File: src/rtl/cnn_pkg.sv
// Shared constants and loader state encoding for the CNN weight/bias loaders.
package cnn_pkg;

    localparam int BIAS_DEPTH = 10;
    localparam int BIAS_W     = 32;

    typedef enum logic [1:0] {
        ST_IDLE = 2'd0,
        ST_LOAD = 2'd1,
        ST_FULL = 2'd2
    } ld_state_e;

    // Address/counter width that never collapses to zero bits.
    function automatic int clog2_min1(input int value);
        return (value > 1) ? $clog2(value) : 1;
    endfunction

endpackage

File: src/rtl/sp_ram_rf.sv
// Single write port, registered read-first read port. No reset on the array
// or the read register so the storage maps onto block RAM.
module sp_ram_rf #(
    parameter int DEPTH = 10,
    parameter int WIDTH = 32,
    parameter int AW    = 4
) (
    input  logic             clk,
    input  logic             we_i,
    input  logic [AW-1:0]    wr_addr_i,
    input  logic [WIDTH-1:0] wr_data_i,
    input  logic             re_i,
    input  logic [AW-1:0]    rd_addr_i,
    output logic [WIDTH-1:0] rd_data_o
);

    (* ram_style = "block" *) logic [WIDTH-1:0] mem_q [DEPTH];
    logic [WIDTH-1:0] rd_q;

    // Write port; callers guarantee wr_addr_i < DEPTH.
    always_ff @(posedge clk) begin
        if (we_i) begin
            mem_q[wr_addr_i] <= wr_data_i;
        end
    end

    // Read port samples the array before this edge's write lands (read-first).
    always_ff @(posedge clk) begin
        if (re_i) begin
            rd_q <= mem_q[rd_addr_i];
        end
    end

    assign rd_data_o = rd_q;

endmodule

File: src/rtl/param_bias_ram.sv
// Bias memory with a serial byte loader and a one-cycle registered read port.
// Bytes are packed little-endian into words and written in ascending order.
//
//   state | meaning
//   IDLE  | after reset, nothing armed; incoming bytes ignored
//   LOAD  | assembling bytes into words, writing each word as it completes
//   FULL  | all DEPTH words written; bytes ignored until the next load_start
module param_bias_ram
    import cnn_pkg::*;
#(
    parameter int  DEPTH  = BIAS_DEPTH,
    parameter int  DATA_W = BIAS_W,
    localparam int AW     = clog2_min1(DEPTH),
    localparam int NB     = DATA_W / 8
) (
    input  logic              clk,
    input  logic              rst,
    input  logic              load_start,
    input  logic [7:0]        byte_in,
    input  logic              byte_valid,
    input  logic              rd_en,
    input  logic [AW-1:0]     rd_addr,
    output logic [DATA_W-1:0] rd_data,
    output logic              rd_valid,
    output logic              rd_err,
    output logic              loading,
    output logic              load_done,
    output logic              loaded
);

    localparam int              BW        = clog2_min1(NB);
    localparam logic [AW:0]     DEPTH_L   = (AW + 1)'(DEPTH);
    localparam logic [BW-1:0]   LAST_BYTE = BW'(NB - 1);
    localparam logic [AW-1:0]   LAST_WORD = AW'(DEPTH - 1);

    ld_state_e         state_q;
    logic [BW-1:0]     byte_cnt_q;
    logic [AW-1:0]     word_cnt_q;
    logic [DATA_W-1:0] asm_q;
    logic [DATA_W-1:0] asm_d;
    logic              loading_q;
    logic              load_done_q;
    logic              loaded_q;
    logic              rd_valid_q;
    logic              rd_err_q;
    logic              rd_sel_q;

    logic              byte_take;
    logic              last_byte;
    logic              last_word;
    logic              wr_en;
    logic              rd_in_range;
    logic              ram_re;
    logic [DATA_W-1:0] ram_dout;

    // load_start and rst both swallow a byte arriving in the same cycle.
    assign byte_take   = (state_q == ST_LOAD) && byte_valid && !load_start && !rst;
    assign last_byte   = (byte_cnt_q == LAST_BYTE);
    assign last_word   = (word_cnt_q == LAST_WORD);
    assign wr_en       = byte_take && last_byte;
    assign rd_in_range = ({1'b0, rd_addr} < DEPTH_L);
    assign ram_re      = rd_en && rd_in_range && !rst;

    // Drop the incoming byte into its lane; on the last lane this is the full word.
    always_comb begin
        asm_d = asm_q;
        for (int k = 0; k < NB; k++) begin
            if (byte_cnt_q == BW'(k)) begin
                asm_d[8*k +: 8] = byte_in;
            end
        end
    end

    sp_ram_rf #(
        .DEPTH (DEPTH),
        .WIDTH (DATA_W),
        .AW    (AW)
    ) u_ram (
        .clk       (clk),
        .we_i      (wr_en),
        .wr_addr_i (word_cnt_q),
        .wr_data_i (asm_d),
        .re_i      (ram_re),
        .rd_addr_i (rd_addr),
        .rd_data_o (ram_dout)
    );

    // Loader FSM with registered status outputs.
    always_ff @(posedge clk) begin
        if (rst) begin
            state_q     <= ST_IDLE;
            byte_cnt_q  <= '0;
            word_cnt_q  <= '0;
            asm_q       <= '0;
            loading_q   <= 1'b0;
            load_done_q <= 1'b0;
            loaded_q    <= 1'b0;
        end else begin
            load_done_q <= 1'b0;
            if (load_start) begin
                state_q    <= ST_LOAD;
                byte_cnt_q <= '0;
                word_cnt_q <= '0;
                asm_q      <= '0;
                loading_q  <= 1'b1;
                loaded_q   <= 1'b0;
            end else begin
                case (state_q)
                    ST_LOAD: begin
                        if (byte_take) begin
                            if (last_byte) begin
                                byte_cnt_q <= '0;
                                asm_q      <= '0;
                                if (last_word) begin
                                    word_cnt_q  <= '0;
                                    state_q     <= ST_FULL;
                                    loading_q   <= 1'b0;
                                    loaded_q    <= 1'b1;
                                    load_done_q <= 1'b1;
                                end else begin
                                    word_cnt_q <= word_cnt_q + AW'(1);
                                end
                            end else begin
                                byte_cnt_q <= byte_cnt_q + BW'(1);
                                asm_q      <= asm_d;
                            end
                        end
                    end
                    default: ;
                endcase
            end
        end
    end

    // Read status; rd_sel_q remembers whether the held word came from the RAM.
    always_ff @(posedge clk) begin
        if (rst) begin
            rd_valid_q <= 1'b0;
            rd_err_q   <= 1'b0;
            rd_sel_q   <= 1'b0;
        end else begin
            rd_valid_q <= rd_en;
            rd_err_q   <= rd_en && !rd_in_range;
            if (rd_en) begin
                rd_sel_q <= rd_in_range;
            end
        end
    end

    assign rd_data   = rd_sel_q ? ram_dout : '0;
    assign rd_valid  = rd_valid_q;
    assign rd_err    = rd_err_q;
    assign loading   = loading_q;
    assign load_done = load_done_q;
    assign loaded    = loaded_q;

endmodule
File: config.mk
export PLATFORM = sky130hd
export DESIGN_NAME = param_bias_ram
export DESIGN_NICKNAME = d
export VERILOG_FILES = /design/src/rtl/cnn_pkg.sv /design/src/rtl/sp_ram_rf.sv /design/src/rtl/param_bias_ram.sv
export SDC_FILE = /design/constraint.sdc
export NUM_CORES = 1
export LEC_CHECK = 0
export CAP_MARGIN = 20
export CORE_MARGIN = 4
export CORE_UTILIZATION = 25
export CTS_CLUSTER_SIZE = 28
export DETAILED_ROUTE_END_ITERATION = 6
export GPL_TIMING_DRIVEN = 0
export PLACE_DENSITY = 0.42
export SYNTH_ARGS = -nofsm -noshare
export SYNTH_HDL_FRONTEND = slang
export SYNTH_SLANG_ARGS = --single-unit
File: constraint.sdc
create_clock -name clk -period 8.4 [get_ports clk]
set_clock_uncertainty 0.1 [all_clocks]
set_input_delay 1.26 -clock clk [delete_from_list [all_inputs] [get_ports clk]]
set_output_delay 1.26 -clock clk [all_outputs]
set_load 0.01 [all_outputs]
# ---- Word-level counts from Yosys, hierarchy flattened
# Memory sizes are Yosys's and may differ from the RTL's. A register that Yosys moved wholly into a read port is not among the register bits.
# Cells that the tools add are included.
dict set report word_totals {
  memories 1
  regBits 45
  wordCells 64
  latchBits 0
  mem_bits_ro 0
  ram_bits 320
  out_inout_bits 37
}
# name words width read_ports rd_ports_with_merged_regs write_ports line
set memory_table {}
lappend memory_table {u_ram.mem_q 10 32 1 1 1 sp_ram_rf.sv:17} ;# (* ram_style = "block" *) logic [WIDTH-1:0] mem_q [DEPTH];
dict set report classes {
  multipliers 0
  shifts 0
  magnitude_cmp 1
  div_mod_pow 0
  bitwise 3
  n_reduce_logical 21
  add_sub_neg 2
  mux 21
  eq_ne 5
}
# cell count
set ops {}
lappend ops {{32-bit 2-to-1 mux} 2}
lappend ops {{8-bit 2-to-1 mux} 4}
lappend ops {{1-bit 2-to-1 mux} 13}
lappend ops {{4-bit AND reduction} 2}
lappend ops {{2-bit nonzero test} 4}
lappend ops {{1-bit logical AND} 7}
lappend ops {{5-bit OR reduction} 1}
lappend ops {{4-bit by 1-bit adder with 4-bit output, second input constant} 1}
lappend ops {{2-bit by 1-bit == test with 1-bit output, second input constant} 2}
lappend ops {{2-bit == test, second input constant} 2}
lappend ops {{4-bit == test, second input constant} 1}
lappend ops {{4-bit < comparator, second input constant} 1}
lappend ops {{4-bit 2-to-1 mux} 1}
lappend ops {{1-bit logical NOT} 3}
lappend ops {{1-bit inverter} 3}
lappend ops {{3-bit AND reduction} 1}
lappend ops {{2-bit by 1-bit adder with 2-bit output, second input constant} 1}
lappend ops {{2-bit logical NOT} 1}
lappend ops {{2-bit 2-to-1 mux} 1}
lappend ops {{2-bit AND reduction} 1}
lappend ops {{2-bit OR reduction} 1}

# ---- Longest topological paths before layout
dict set report depth {
  word_depth 7
  ltp_mapped 6
  depth_no_buf 5
}

# ---- Cells and area by module
# A second synthesis with hierarchy kept.
dict set report hier_totals {
  cells_unflattened 951
  area_unflattened_um2 15912.8
}
# mod cells_per_inst instances area_per_inst_um2 seq_area_each_um2
set modules_own_cells {}
lappend modules_own_cells {sp_ram_rf 698 1 13610.6 10570.1}
lappend modules_own_cells {param_bias_ram 253 1 2302.2 880.8}

# ---- Least setup slack after synthesis
# OpenSTA, ideal clock, no wires.
dict set report synth_timing {
  path_type {input-to-reg}
  startpoint {in byte_valid}
  endpoint {mem u_ram.mem_q[2][0] (enable)}
  stages 4
  arrival_time_ps 4840
  setup_time_ps 501
  path_slack_ps 2959
  required_ps 7799
  n_path_buf 1
  cell_sequence {and4b_1 -> clkbuf_1 -> nand3_1 -> nor4_1}
}
dict set report synth_between {
  elab_chain_cells 6
}
# element line
set synth_rtl {}
lappend synth_rtl {{start, declared} param_bias_ram.sv:20} ;# input logic byte_valid,
lappend synth_rtl {{1-bit logical AND (3 in series)} param_bias_ram.sv:57} ;# assign byte_take = (state_q == ST_LOAD) && byte_valid && !load_start && !rst;
lappend synth_rtl {{1-bit logical AND} param_bias_ram.sv:60} ;# assign wr_en = byte_take && last_byte;
lappend synth_rtl {{1-bit 2-to-1 mux} sp_ram_rf.sv:22} ;# if (we_i) begin
lappend synth_rtl {{1-bit 2-to-1 mux (not written as such)} sp_ram_rf.sv:23} ;# mem_q[wr_addr_i] <= wr_data_i;
lappend synth_rtl {{end, declared} sp_ram_rf.sv:17}
# No other way between the ends.

# ---- Worst setup path after layout
dict set report layout_timing {
  startpoint {reg rd_sel_q}
  endpoint {out rd_data[14]}
}
dict set report layout_between {
  elab_chain_cells 1
}
# element line
set layout_rtl {}
lappend layout_rtl {{start, declared} param_bias_ram.sv:46} ;# logic rd_sel_q;
lappend layout_rtl {{start signal, assigned} param_bias_ram.sv:145} ;# rd_sel_q <= rd_in_range;
lappend layout_rtl {{32-bit 2-to-1 mux} param_bias_ram.sv:150} ;# assign rd_data = rd_sel_q ? ram_dout : '0;
lappend layout_rtl {{end, declared} param_bias_ram.sv:23} ;# output logic [DATA_W-1:0] rd_data,
# No other way between the ends.

==> results.md <==
* RSZ-0062 raised after global routing: no
* Worst rel slew slack at 0.303
* Maxcap violations at 0
* Vias in the first global route at around 8800
* Hold_buf cts at 0
* Rows at between 90 and 100
* Synthesized area per cell at 17.4 µm²
* Peak VDD IR at 0.116 mV
* Drt via density at 4.31
* Yosys reg bits at 396
* Pin count of the biggest net entering global routing at 20
* Combinational share of power at 0.046
* Post-CTS Setup Repair Bufs at 0
* Filler Cells Inserted at 6276
* Global-route usage over all layers at 0.121
* DR pass1 iterations at 4
* Routed WL per cell at 21.1 µm
* Post-synth top area share at 0.663
* Synthesized instance count at 917
* Final ANT Viol Nets at 0
* Power per cell area at 218 nW/µm²
* CORE AREA at between 60000 and 70000 µm²
* CP max FO at 10
* Top cell type by total area after synthesis: edfxtp_1
* CP arrival at about 2500 ps
* Io pins at 54
* Min-Delay Path Class: flip-flop to flip-flop
* Warnings from Yosys at 0
* Setup WS post-layout at 4510 ps
* Area of the multi-input gates at around 4200 µm²
* Cts bufs inserted at 45
* Worst-path clk slew at roughly 60 ps
* DR DRC count at 0
* Sequential share of the synthesized area at 0.718
* Detail Placement HPWL at approximately 28000 µm
* Placement Setup Slack at 3990 ps
* Endpoints failing hold at 0
* CTS resizes at 0
* Sequential Power Share at 0.507
* Remaining global-route overflow at 0
* Die width at 260 µm
* Sinks on Clock Net at 396
* Worst setup EP type: primary output
* H-tree Lvls at 2
* Status: complete, no violations
* Startpoint Class: flip-flop
* Register area at 11500 µm²
* Placer Congestion at 0.700
* Tmin final at 3890 ps
* Endpoints failing setup at 0
* Die ar. at 67900 µm²
* Syn_nets at 938
* Nets at 1070
* Top cells by area, synth: edfxtp_1 66%, mux2_2 8.8%, dfxtp_1 5.5%
* Sw Share at 0.211
* Count leader, synth: edfxtp_1
* FFs w/ async S/R, synth at 0
* CTS tree: done
* Sw power at 0.888 mW
* Post-Route WL at slightly above 40000 µm
* Initial Utilization at 0.253
* Crit path kind: flip-flop to primary output
* Synth Flop Type: edfxtp_1
* CP required at 7040 ps
* Die Span Y at about 260 µm
* Placed inst area at ~18000 µm²
* Top cells by count, synth: 352 x edfxtp_1, 124 x mux2_2, 58 x nand2_1
* Finished Cell Area at 19400 µm²
* Cell-internal power at between 3 and 4 mW
* Initial antenna violation count at 0
* Syn-to-layout area delta at 21.6%
* Root Driver: clkbuf_16
* Worst-margin pin slew at around 1000 ps
* Port Buffers at 50
* Fmax at 257 MHz
* First-pass GRT wire length at 60600 µm
* Clk network pwr share at 0.447
* Fin. max-slew vios at 0
* Vias at 8325
* Layout cells sized above 1 at 0.306
* Initial detailed-routing violation count at 524
* Period utilization at 0.464
* EDFF count, synth at 352
* Reported leakage power at 6.41 nW
* CTS max path bufs at 3
* Count of cell types in the netlist at 45
* Post-Syn Area at 15900 µm²
* Clock Latency Late Sink at 570 ps
layer usage:
layer,GRT usage,share of wire
met1,0.165,0.47
met3,0.0188,0.030
met5,0,0
met2,0.201,0.48
met4,0.0367,0.020
power by group through the flow:
stage               combinational (mW)  clock, mW  sequential [mW]
finish                           0.193       1.89             2.14
floorplan                        0.116          0             2.18
global placement                 0.198          0             2.18
global route                     0.210       2.03             2.14
detailed placement               0.200          0             2.18
CTS                              0.201       1.95             2.14
layout make-up:
type / count / area share
Antenna cell: 1 / 0.000129
Buffer: 60 / 0.0177
Clock buffer: 65 / 0.0657
Clock inverter: 17 / 0.00697
Inverter: 4 / 0.000775
Multi-Input combinational cell: 457 / 0.217
Sequential cell: 396 / 0.591
Tap cell: 846 / 0.0546
Timing Repair Buffer: 85 / 0.0465
path summary, 6_finish.rpt:
| path | from | to | slack, ps | cells after the start |
|---|---|---|---|---|
| worst max-delay path | rd_sel_q | rd_data[14] | 4510 | 3 |
| worst min-delay path | asm_q[5] | asm_q[5] | 350 | 2 |
| worst max register to register | byte_cnt_q[0] | u_ram.mem_q[3][25] | 5180 | 7 |
| worst min register to register | asm_q[5] | asm_q[5] | 350 | 2 |
sequential cells by signal (all words and copies together) (netlist names):
register,flops
rd_sel_q,1
rd_err,1
state_q,1
load_done,1
loaded,1
word_cnt_q,4
asm_q,32
rd_valid,1
byte_cnt_q,2
u_ram.rd_data_o,32
u_ram.mem_q,320
layout by cell type (no fill, tap or decap), types with 9 or more instances in the layout:
master	instances
nor2b_2	20
nor2b_1	14
dfxtp_1	44
buf_4	17
nand2_1	58
clkbuf_16	47
and2_1	32
clkdlybuf4s50_1	50
mux4_2	32
o31ai_1	13
buf_6	24
edfxtp_1	352
mux2_2	124
o31ai_2	20
or3b_1	24
clkbuf_1	44
o22ai_1	32
and3_1	9
a21oi_1	28
buf_2	13
cell families (layout without fill, tap and decap cells):
kind of cell,Yosys count,in the layout,synth area share
DFF,396,396,0.718
and+or+nand+nor,192,192,0.0734
muxes,161,161,0.136
AOI/OAI and AO/OA,100,100,0.0462
buffers and inverters,64,231,0.0225
adders and majority gates,4,4,0.00314
other,0,1,0
per-stage QoR:
stage	cells	hold slack, ps	setup TNS [ps]	power [mW]	util
after global routing	1930	361	0	4.38	0.307
after global placement	1813	336	-67100	2.38	0.277
after floorplan	917	329	0	2.29	-
after detailed placement	1848	342	0	2.38	0.285
after CTS	1930	349	0	4.29	0.307
final	1931	348	0	4.22	0.307
worst max-delay path, cell delays in order, from the launching register on:
cell and delay, ps:
dfxtp_1 590, clkbuf_1 590, and2_1 230, clkdlybuf4s50_1 560
Power figures use the tool's default switching activity.
